File: src/rtl/up_down_counter_param.sv
// up_down_counter_param: single-clock modulo-N up/down counter with load, wrap/saturate and event pulses
// Ports:
//   clk       rising-edge system clock
//   resetb    asynchronous active-low reset
//   en        count enable, one step per clock
//   up        direction, 1 = increment, 0 = decrement
//   load      synchronous load strobe, wins over en
//   load_val  value to load, clamped to max_val
//   max_val   inclusive upper limit, range is 0..max_val
//   sat       1 = saturate at limits, 0 = wrap
//   count     registered counter value
//   ovf       registered pulse, up-step taken at max_val
//   unf       registered pulse, down-step taken at 0
//   at_max    combinational count == max_val
//   at_zero   combinational count == 0
module up_down_counter_param #(
    parameter int WIDTH = 4,
    parameter logic [WIDTH-1:0] RST_VAL = '0
) (
    input  logic             clk,
    input  logic             resetb,
    input  logic             en,
    input  logic             up,
    input  logic             load,
    input  logic [WIDTH-1:0] load_val,
    input  logic [WIDTH-1:0] max_val,
    input  logic             sat,
    output logic [WIDTH-1:0] count,
    output logic             ovf,
    output logic             unf,
    output logic             at_max,
    output logic             at_zero
);
    logic [WIDTH-1:0] count_n;
    logic oor, step, ovf_n, unf_n;
    // a lowered limit can leave count above max_val; any step pulls it back to the limit
    assign oor = count > max_val;
    assign at_max = count == max_val;
    assign at_zero = count == '0;
    assign step = en && !load && !oor;
    assign ovf_n = step && up && at_max;
    assign unf_n = step && !up && at_zero;
    always_comb begin
        count_n = count;
        if (load)
            count_n = load_val > max_val ? max_val : load_val;
        else if (en && oor)
            count_n = max_val;
        else if (en)
            count_n = up ? (at_max ? (sat ? count : '0) : count + WIDTH'(1))
                         : (at_zero ? (sat ? count : max_val) : count - WIDTH'(1));
    end
    always_ff @(posedge clk or negedge resetb) begin
        if (!resetb) begin
            count <= RST_VAL;
            ovf <= 1'b0;
            unf <= 1'b0;
        end else begin
            count <= count_n;
            ovf <= ovf_n;
            unf <= unf_n;
        end
    end
endmodule

File: config.mk
export PLATFORM = sky130hd
export DESIGN_NAME = up_down_counter_param
export DESIGN_NICKNAME = d
export VERILOG_FILES = /design/src/rtl/up_down_counter_param.sv
export SDC_FILE = /design/constraint.sdc
export NUM_CORES = 1
export LEC_CHECK = 0
export BUFFER_PORTS_ARGS = -buffer_cell sky130_fd_sc_hd__clkbuf_2
export CORE_MARGIN = 2
export CORE_UTILIZATION = 51
export DETAILED_ROUTE_END_ITERATION = 6
export PLACE_DENSITY = 0.89
export REMOVE_ABC_BUFFERS = 1
export SLEW_MARGIN = 20
export SYNTH_ARGS = -nofsm -noshare
export SYNTH_HDL_FRONTEND = slang
export SYNTH_SLANG_ARGS = --single-unit
File: constraint.sdc
create_clock -name clk -period 2.6 [get_ports clk]
set_clock_uncertainty 0.2 [all_clocks]
set_input_delay 0.52 -clock clk [delete_from_list [all_inputs] [get_ports clk]]
set_output_delay 0.52 -clock clk [all_outputs]
set_load 0.05 [all_outputs]
* Word level (Yosys, flattened, before mapping)
Cells that the tools add are included.
** Operators by class
- Equal/unequal tests :: 3
- Reduce and logical (&&, ||, !) cells :: 13
- $add $sub $neg :: 2
- Order comparisons :: 2
- Mux-type cells :: 9
** Operator list (number)
- 4-bit two-way mux :: 9
- 5-bit by 4-bit inequality test with 1-bit output (second input constant) :: 2
- 4-bit greater-than comparator :: 2
- 1-bit logical AND :: 7
- 4-bit by 1-bit adder with 4-bit output (second input constant) :: 1
- 4-bit equality test :: 1
- 4-bit zero test :: 1
- 4-bit by 1-bit subtractor with 4-bit output (second input constant) :: 1
- 1-bit zero test :: 3
- 3-bit AND reduction :: 1
- 3-bit nonzero test :: 1
** Word-level totals
- Input bits :: 14
- Register bits :: 6
- Logic and storage cells :: 32
- Output and inout bits :: 8

* Depth between registers and ports, before layout
Gate-level depths: netlist (run 1).
- Depth after elaboration :: 6
- Depth in mapped cells :: 8
- Depth with buffers taken out :: 8

* Worst setup path before layout (run 1)
No wires, ideal clock.
- Kind :: flip-flop to flip-flop
- From :: reg count[0]
- To :: reg count[0]
- Arrival :: 2403 ps
- Data required time :: 2289 ps
- Path slack :: -114 ps
- Path buffers :: 0
- Stages on the path, launching flop included :: 8
- Cell sequence :: dfrtp_1 > inv_1 > ha_1 > nor3b_2 > nor2_1 > a31oi_1 > o221ai_1 > a222oi_1
** On the way
- Longest elaborated chain between the ends :: 6
** RTL lines
- start, declared :: line 28 : output logic [WIDTH-1:0] count,
- start signal, assigned :: line 59 : count <= count_n;
- 4-bit zero test (*) :: line 39 : assign at_zero = count == '0;
- named net at_zero :: line 32 : output logic at_zero
- 4-bit two-way mux :: line 51 : : (at_zero ? (sat ? count : max_val) : count - WIDTH'(1));
- 4-bit two-way mux :: line 50 : count_n = up ? (at_max ? (sat ? count : '0) : count + WIDTH'(1))
- 4-bit two-way mux :: line 49 : else if (en)
- 4-bit two-way mux :: line 47 : else if (en && oor)
- 4-bit two-way mux :: line 45 : if (load)
Mark *: on every way through the listed nets, which the timed path passes. The rest lies on a longest branch. The select of a mux whose other input is x is not followed.
A chain may end at the register's enable or synchronous reset.

* Final worst setup path (run 1)
- From :: reg count[2]
- To :: out at_max
** On the way
- Longest elaborated chain between the ends :: 1
** RTL lines
- 4-bit equality test :: line 38 : assign at_max = count == max_val;
- end, declared :: line 31 : output logic at_max,
No other way between the ends.

==> impl_metrics.yaml, run 1 <==
logic_synthesis:
  ys_ff_latch: 6
  synthMostInstantiatedCell: "inv_1"
  synth_top_area_share_pct: 18.6
  synth_edf_count: 0
  ys_types: 43
  ys_warn_count: 0
  syn_inst: 96
  synth_flop_cell: "dfrtp_1"
  syn_avg_cell_area_um2: 8.42
  synth_commonest_cells: "inv_1 (11), ha_1 (10), dfrtp_1 (6)"
  ys_async_sr_fraction_pct: 100
  synthTopCellsByArea: "dfrtp_1 (19%), ha_1 (15%), inv_1 (5.1%), mux2i_1 (3.7%), nand4_4 (2.6%)"
  yosysSeqAreaShare_pct: 18.6
  synth.cell_area_um2: 808
  yosys.area.top_type: "dfrtp_1"
die:
  die_h_um: 43.8
  initial_core_util_pct: 54.3
  fp.dieW_um: 43.8
  pin_count: 22
  die_area_um2: 1920
  core-area_um2: 1490
  core.rowCount: 14
timing:
  layout_min_cycle_time_ns: 2.46
  fmax_mhz: 407
  fin_hold_ws_ns: 0.380
  period_share_pct: 94.4
  drv_slew: 0
  slew_headroom_pct: 75.8
  worstMarginPinSlew_ns: 0.362
  rsz0062_at_grt: "no"
  finalSetupViolations: 0
  hold_violations: 0
clocking:
  clk_path_buf_depth: 2
  root_buffer: "clkbuf_4"
  cts-buffers-inserted: 3
  cts_tree: "done"
  clk_pin_slew_ns: 0.04
  cts_resized: 0
  cts.sink_count: 6
  htreeDepth: 1
  clk_latency_ns: 0.25
setup_path:
  path_max_fanout: 9
  critPathTopFamily: "flip-flops"
  crit_arrival_ns: 1.74
  crit_buf_inv: 2
  crit_path_end_kind: "output port"
  max_stage_delay_ns: 0.49
  required_ns: 1.88
  path_cells: "ha_1 -> nand4_4 -> inv_2 -> clkbuf_2"
  startpoint_type: "register"
  crit_path_top_delay_cell: "dfrtp_1"
  critPathKind: "reg2out"
route:
  wl_per_cell_um: 15.2
  dr.pass1.iters: 4
  dr_wl_met3_um: 125
  wl_um: 2090
  wl_met1_um: 839
  ant_nets: 0
  vias: 881
  top_layer: "met4"
  drtIter0Drc: 31
  drc_errors: 0
  wl_met2_um: 1040
  vias_per_cell: 6.43
finish:
  nets: 147
  drive_above_1_share_pct: 28.9
  fin_cells: 137
  syn_to_final_growth_pct: 19.0
  n_antenna_cell: 0
flow_run:
  maxCapViolations: 0
hold_path:
  hold_path_class: "in2reg"
global_routing:
  grt_max_degree: 12
  grt.overflow.total: 0
  grt_pass1_vias: 858
  antenna_found_initial: 0
  grt_pass1_wl_um: 3540
  grtUsageTotal_pct: 25.2
power:
  p_leak_nw: 0.493
  vdd_drop_max_mv: 0.321
  power_density_nw_per_um2: 687
place:
  gp_congestion: 0.867
  dp_hpwl_um: 1710
  place_inst: 133
  port_buffers: 21
outcome:
  outcome: "complete, no violations"
-- worst reg2reg max path, cell delays in order, from the launching register on --
cell and delay, ns:
dfrtp_1 0.47, inv_1 0.12, ha_1 0.21, or4b_4 0.52, o211ai_2 0.12, nand2_1 0.10
mux2i_1 0.13, a221oi_1 0.30
-- power by group --
part	switching (mW)	internal [mW]
registers	0.0310	0.112
logic	0.267	0.164
clock network	0.0352	0.0523
total	0.333	0.328
-- final timing paths --
check	cells past startpoint	end	startpoint	slack [ns]
worst max-delay path	4	at_max	count[2]	0.14
worst min-delay path	2	count[2]	load_val[2]	0.38
worst max register to register	7	count[3]	count[1]	0.31
worst min register to register	3	unf	count[3]	0.59
max in group asynchronous	2	count[1]	resetb	1.62
min in group asynchronous	2	count[0]	resetb	0.43
-- cell families after synthesis --
logic type / after synthesis / share of synthesized area [%]
xor+xnor: 1 / 1.08
buf+inv: 15 / 8.82
mux: 3 / 3.72
compound gates: 28 / 25.9
simple gates: 33 / 26.5
flops: 6 / 18.6
fa+ha+maj: 10 / 15.5
-- sequential cells by signal, indices dropped and copies added, names as in the netlist --
name	count
unf	1
count	4
ovf	1
-- layout make-up --
type / count / area (um2)
clock buffers: 3 / 22.5
fillers: 118 / 527
inverters: 12 / 45.0
repair buffers: 25 / 138
multi-input cells: 75 / 587
flip-flops and latches: 6 / 150
well taps: 16 / 20.0
-- cells in the final DEF (no fill, tap or decap), drive strengths merged --
cell,synthesis,layout
a21boi,1,1
a21oi,4,4
a221oi,2,2
a222oi,1,1
a22o,1,1
a22oi,1,1
a31oi,2,2
a41oi,1,1
and2,1,1
and2b,1,1
buf,3,3
clkbuf,0,24
dfrtp,6,6
dlygate4sd3,0,1
ha,10,10
inv,12,12
mux2i,3,3
nand2,5,5
nand2b,3,3
nand3,4,4
nand3b,1,1
nand4,3,3
nor2,5,5
nor2b,2,2
nor3,3,3
nor3b,1,1
nor4b,1,1
nor4bb,1,1
o211a,1,1
o211ai,2,2
o21a,1,1
o21ai,6,6
o21bai,1,1
o221a,1,1
o221ai,1,1
o32ai,2,2
or2b,1,1
or4b,1,1
xor2,1,1
-- layer usage --
metal  global-route usage (%)  vias up
met5                        0        -
met4                     18.8        0
met3                     4.58       11
met2                     41.8       39
met1                     28.3      417
li1                         -      414
-- timing repair --
action | 4_1_cts | 5_1_grt
hold buffers | 1 | 0
hold endpoints to repair | 6 | 0
endpoints found under the setup margin | 0 | 0
buffers inserted | 0 | 0
-- through the flow --
stage               util [%]  setup TNS (ns)  worst slack [ns]  instance area [um2]  total power [mW]
finish                  64.6               0             0.145                  962             0.661
global route            64.6               0            0.0674                  962             0.713
CTS                     64.6               0             0.147                  962             0.660
detailed placement      62.4               0             0.196                  930             0.570
global placement        62.4               0             0.261                  930             0.558
floorplan                  -          -0.132            -0.114                  782             0.454
(Power assumes the default switching activity.)
==> run 2: changes to the inputs <==
BUFFER_PORTS_ARGS = unset   (was -buffer_cell sky130_fd_sc_hd__clkbuf_2)
CORE_UTILIZATION = 61   (was 51)
DONT_BUFFER_PORTS = 1   (was unset)
PLACE_DENSITY = 0.88   (was 0.89)
==> run 2 against run 1 <==
- design area is 6.6% lower
- power rose by 0.45%
- largest cell class unchanged
- final cell count down 13%
- sequential power fell by 8%
- critical path depth unchanged
- first-iteration DRC count shrank 13%
==> impl_metrics.yaml, run 2 (synthesis gave the netlist of run 1 again) <==
outcome:
  outcome: "complete, no violations"
power:
  p_leak_nw: 0.426
  power_density_nw_per_um2: 740
  vdd_drop_max_mv: 0.357
  finalPower_mw: 0.664
die:
  die_area_um2: 1630
  core.rowCount: 13
  initial_core_util_pct: 63.7
  core-area_um2: 1270
  pin_count: 22
  fp.dieW_um: 40.4
  die_h_um: 40.4
route:
  wl_per_cell_um: 17.6
  wl_um: 2100
  ant_nets: 0
  dr.pass1.iters: 4
  drtIter0Drc: 27
  vias_per_cell: 6.59
  vias: 784
  drc_errors: 0
clocking:
  cts-buffers-inserted: 3
  root_buffer: "clkbuf_4"
  cts_tree: "done"
  clk_path_buf_depth: 2
  cts.sink_count: 6
  htreeDepth: 1
  post_cts_buffers: 0
  clk_pin_slew_ns: 0.05
  clk_latency_ns: 0.25
finish:
  fin_cells: 119
  syn_to_final_growth_pct: 11.1
  nets: 130
  largest_reg_flops: 4
  n_antenna_cell: 0
  largest_register: "count"
  final_cell_mix: "inv_1 (11), ha_1 (10), dfrtp_1 (6), buf_4 (6)"
  drive_above_1_share_pct: 17.3
  layout_commonest_cell: "inv_1"
  top_regs: "count x4, ovf x1, unf x1"
  final_cell_area_um2: 898
  fin_util_pct: 70.8
timing:
  setup_slack_ns: 0.303
  period_share_pct: 88.3
  hold_violations: 0
  fmax_mhz: 435
  fin_hold_ws_ns: 0.172
  layout_min_cycle_time_ns: 2.30
  drv_slew: 0
  slew_headroom_pct: 67.2
  finalSetupTns_ns: 0
  finalSetupViolations: 0
  worstMarginPinSlew_ns: 0.493
  rsz0062_at_grt: "no"
global_routing:
  grtUsageTotal_pct: 28.4
  grt_pass1_vias: 725
  grt_pass1_wl_um: 3040
  grt_max_degree: 12
  grt.overflow.total: 0
  antenna_found_initial: 0
place:
  place_inst: 115
  dp_hpwl_um: 1670
  placed_cell_area_um2: 866
  dp_slack_ns: 0.257
  gp_congestion: 0.881
  port_buffers: 0
setup_path:
  path_max_fanout: 5
  startpoint_type: "register"
  required_ns: 1.88
  crit_arrival_ns: 1.58
  crit_path_end_kind: "output port"
  critPathKind: "reg2out"
flow_run:
  maxCapViolations: 0
hold_path:
  hold_path_class: "in2reg"
-- run 2: cell types whose count changed in the layout (fill, tap and decap cells not counted), sizes merged --
cell	delta
clkbuf	-21
buf	+4
-- run 2: metal layers --
| layer | up-vias | track usage, % | part of all wire, % |
|---|---|---|---|
| li1 | 379 | - | - |
| met1 | 372 | 31.0 | 39 |
| met2 | 29 | 51.2 | 52 |
| met3 | 4 | 5.00 | 7.6 |
| met4 | 0 | 15.0 | 1.2 |
| met5 | - | 0 | 0 |
-- run 2: repair_timing --
item / in CTS / in global routing
gates resized for setup: 0 / 0
hold endpoints to repair: 6 / 0
hold buffers: 1 / 0
-- run 2: path summary, 6_finish.rpt --
| path | from | to | slack, ns | cells after the start |
|---|---|---|---|---|
| setup / recovery | count[1] | at_zero | 0.30 | 4 |
| hold / removal | load | count[0] | 0.17 | 1 |
| setup reg to reg | count[1] | count[3] | 0.38 | 7 |
| hold reg to reg | count[2] | ovf | 0.70 | 3 |
| max in group asynchronous | resetb | count[0] | 1.61 | 1 |
| min in group asynchronous | resetb | ovf | 0.38 | 1 |
-- run 2: cell type report --
type / count / area (um2)
multi-input combinational: 75 / 587
tap: 15 / 18.8
clock buffer: 3 / 22.5
sequential: 6 / 150
fill: 93 / 370
timing repair buffer: 8 / 75.1
inverter: 12 / 45.0
-- run 2: critical path: stages (launching register included) --
cell and delay, ns:
dfrtp_1 0.43, inv_1 0.10, ha_1 0.24, nor3b_2 0.29, buf_4 0.26
-- run 2: where the power goes --
part           switching, mW  leakage, nW  internal (mW)
Clock                 0.0369       0.0138         0.0524
Sequential            0.0194       0.0726          0.112
Combinational          0.273        0.340          0.170
==> run 3: changes to the inputs <==
==> constraint.sdc (replaced) <==
create_clock -name clk -period 2.6 [get_ports clk]
set_clock_uncertainty 0.2 [all_clocks]
set_input_delay 0.52 -clock clk [delete_from_list [all_inputs] [get_ports clk]]
set_output_delay 0.52 -clock clk [all_outputs]
set_load 0.1 [all_outputs]
==> run 3 against run 2 <==
- global-route usage up 1.5 points
- utilization rose by 3.3 points
- hold slack improved by 0.012 ns
- non-clock buffer count is 3 higher
- via count up 4.2%
- fmax rose by 0.26%
- combinational power increased by 24%
- design area rose by 4.6%
- power increased by 17%
- critical path type unchanged
- largest power group unchanged
- highest routed layer unchanged
==> impl_metrics.yaml, run 3 (synthesis gave the netlist of run 1 again) <==
finish:
  layout_commonest_cell: "inv_1"
  multi_input_area_um2: 593
  fillCellCount: 89
  top_regs: "count x4, ovf x1, unf x1"
  drive_above_1_share_pct: 19.6
  final_cell_area_um2: 940
  final_cell_mix: "inv_1 (11), ha_1 (10), buf_4 (8)"
  syn_to_final_growth_pct: 16.3
  nets: 133
  largest_register: "count"
  n_antenna_cell: 0
  register_area_um2: 150
  largest_reg_flops: 4
power:
  power_density_nw_per_um2: 824
  combPwrFrac_pct: 71.2
  finalPower_mw: 0.775
  intPower_mw: 0.346
  clock_power_share_pct: 11.5
  sequentialPowerShare_pct: 17.3
  vdd_drop_max_mv: 0.365
  switching_share_pct: 55.3
  p_switching_mw: 0.428
  p_leak_nw: 0.450
clocking:
  htreeDepth: 1
  cts-buffers-inserted: 3
  clk_latency_ns: 0.25
  clk_path_buf_depth: 2
  cts.sink_count: 6
  cts_tree: "done"
  clk_pin_slew_ns: 0.05
  root_buffer: "clkbuf_4"
  ctsHoldBuffers: 1
  post_cts_buffers: 0
  cts_resized: 0
route:
  wl_um: 2170
  drc_errors: 0
  wl_met1_um: 871
  top_layer: "met4"
  vias_per_cell: 6.70
  dr.pass1.iters: 4
  vias: 817
  ant_nets: 0
  drtIter0Drc: 35
  dr_wl_met3_um: 164
  wl_per_cell_um: 17.8
  wl_met2_um: 1070
global_routing:
  grt.overflow.total: 0
  grt_pass1_vias: 740
  antenna_found_initial: 0
  grtUsageTotal_pct: 29.9
  grt_max_degree: 12
  grt_pass1_wl_um: 3310
timing:
  hold_violations: 0
  setup_slack_ns: 0.309
  layout_min_cycle_time_ns: 2.29
  rsz0062_at_grt: "no"
  fin_hold_ws_ns: 0.184
  drv_slew: 0
  fmax_mhz: 437
  period_share_pct: 88.1
  finalSetupViolations: 0
  slew_headroom_pct: 65.1
  finalSetupTns_ns: 0
  worstMarginPinSlew_ns: 0.524
place:
  gp_congestion: 0.907
  port_buffers: 0
  dp_hpwl_um: 1730
  placed_cell_area_um2: 907
  dp_slack_ns: 0.275
setup_path:
  crit_arrival_ns: 1.57
  path_max_fanout: 5
  required_ns: 1.88
  startpoint_type: "register"
  critPathKind: "reg2out"
  crit_path_end_kind: "output port"
die:
  core.rowCount: 13
  initial_core_util_pct: 63.7
  die_h_um: 40.4
  pin_count: 22
  core-area_um2: 1270
  fp.dieW_um: 40.4
  die_area_um2: 1630
flow_run:
  maxCapViolations: 0
hold_path:
  hold_path_class: "in2reg"
outcome:
  outcome: "complete, no violations"
## run 3: cell types whose count changed in the layout (fill, tap and decap cells not counted), sizes merged
cell / before / now
buf: 7 / 10
## run 3: through the flow
stage	std cells	utilization (%)
floorplan	93	-
global placement	118	71.5
detailed placement	118	71.5
CTS	122	74.1
global route	122	74.1
finish	122	74.1
## run 3: worst max-delay path, cell delays in order (launching register included)
cell and delay (ns):
dfrtp_1 0.40, inv_1 0.14, ha_1 0.25, nor3b_4 0.32, buf_12 0.22
## run 3: final timing paths
path,startpoint,end,slack [ns],depth (start not counted)
worst max-delay path,count[0],at_zero,0.31,4
worst min-delay path,load,count[0],0.18,1
worst max register to register,count[0],count[1],0.37,8
worst min register to register,count[2],unf,0.50,2
max in group asynchronous,resetb,count[3],1.59,1
min in group asynchronous,resetb,unf,0.38,1
## run 3: power by group through the flow
stage | combinational (mW) | sequential, mW | clock [mW]
after floorplan | 0.258 | 0.282 | 0
after global placement | 0.526 | 0.132 | 0
after detailed placement | 0.541 | 0.134 | 0
after CTS | 0.547 | 0.132 | 0.0876
after global routing | 0.591 | 0.134 | 0.0933
final | 0.551 | 0.134 | 0.0889
## run 3: layout make-up
cell class / count / share of cell area (%)
multi-input cells: 75 / 63.1
flip-flops and latches: 6 / 16.0
repair buffers: 11 / 11.7
inverters: 12 / 4.79
clock buffers: 3 / 2.40
well taps: 15 / 2.00
## run 3: metal layers
metal	GRT usage (%)	up-vias
met5	0	-
met4	16.7	0
met3	7.78	8
met2	49.2	42
met1	34.5	383
li1	-	384
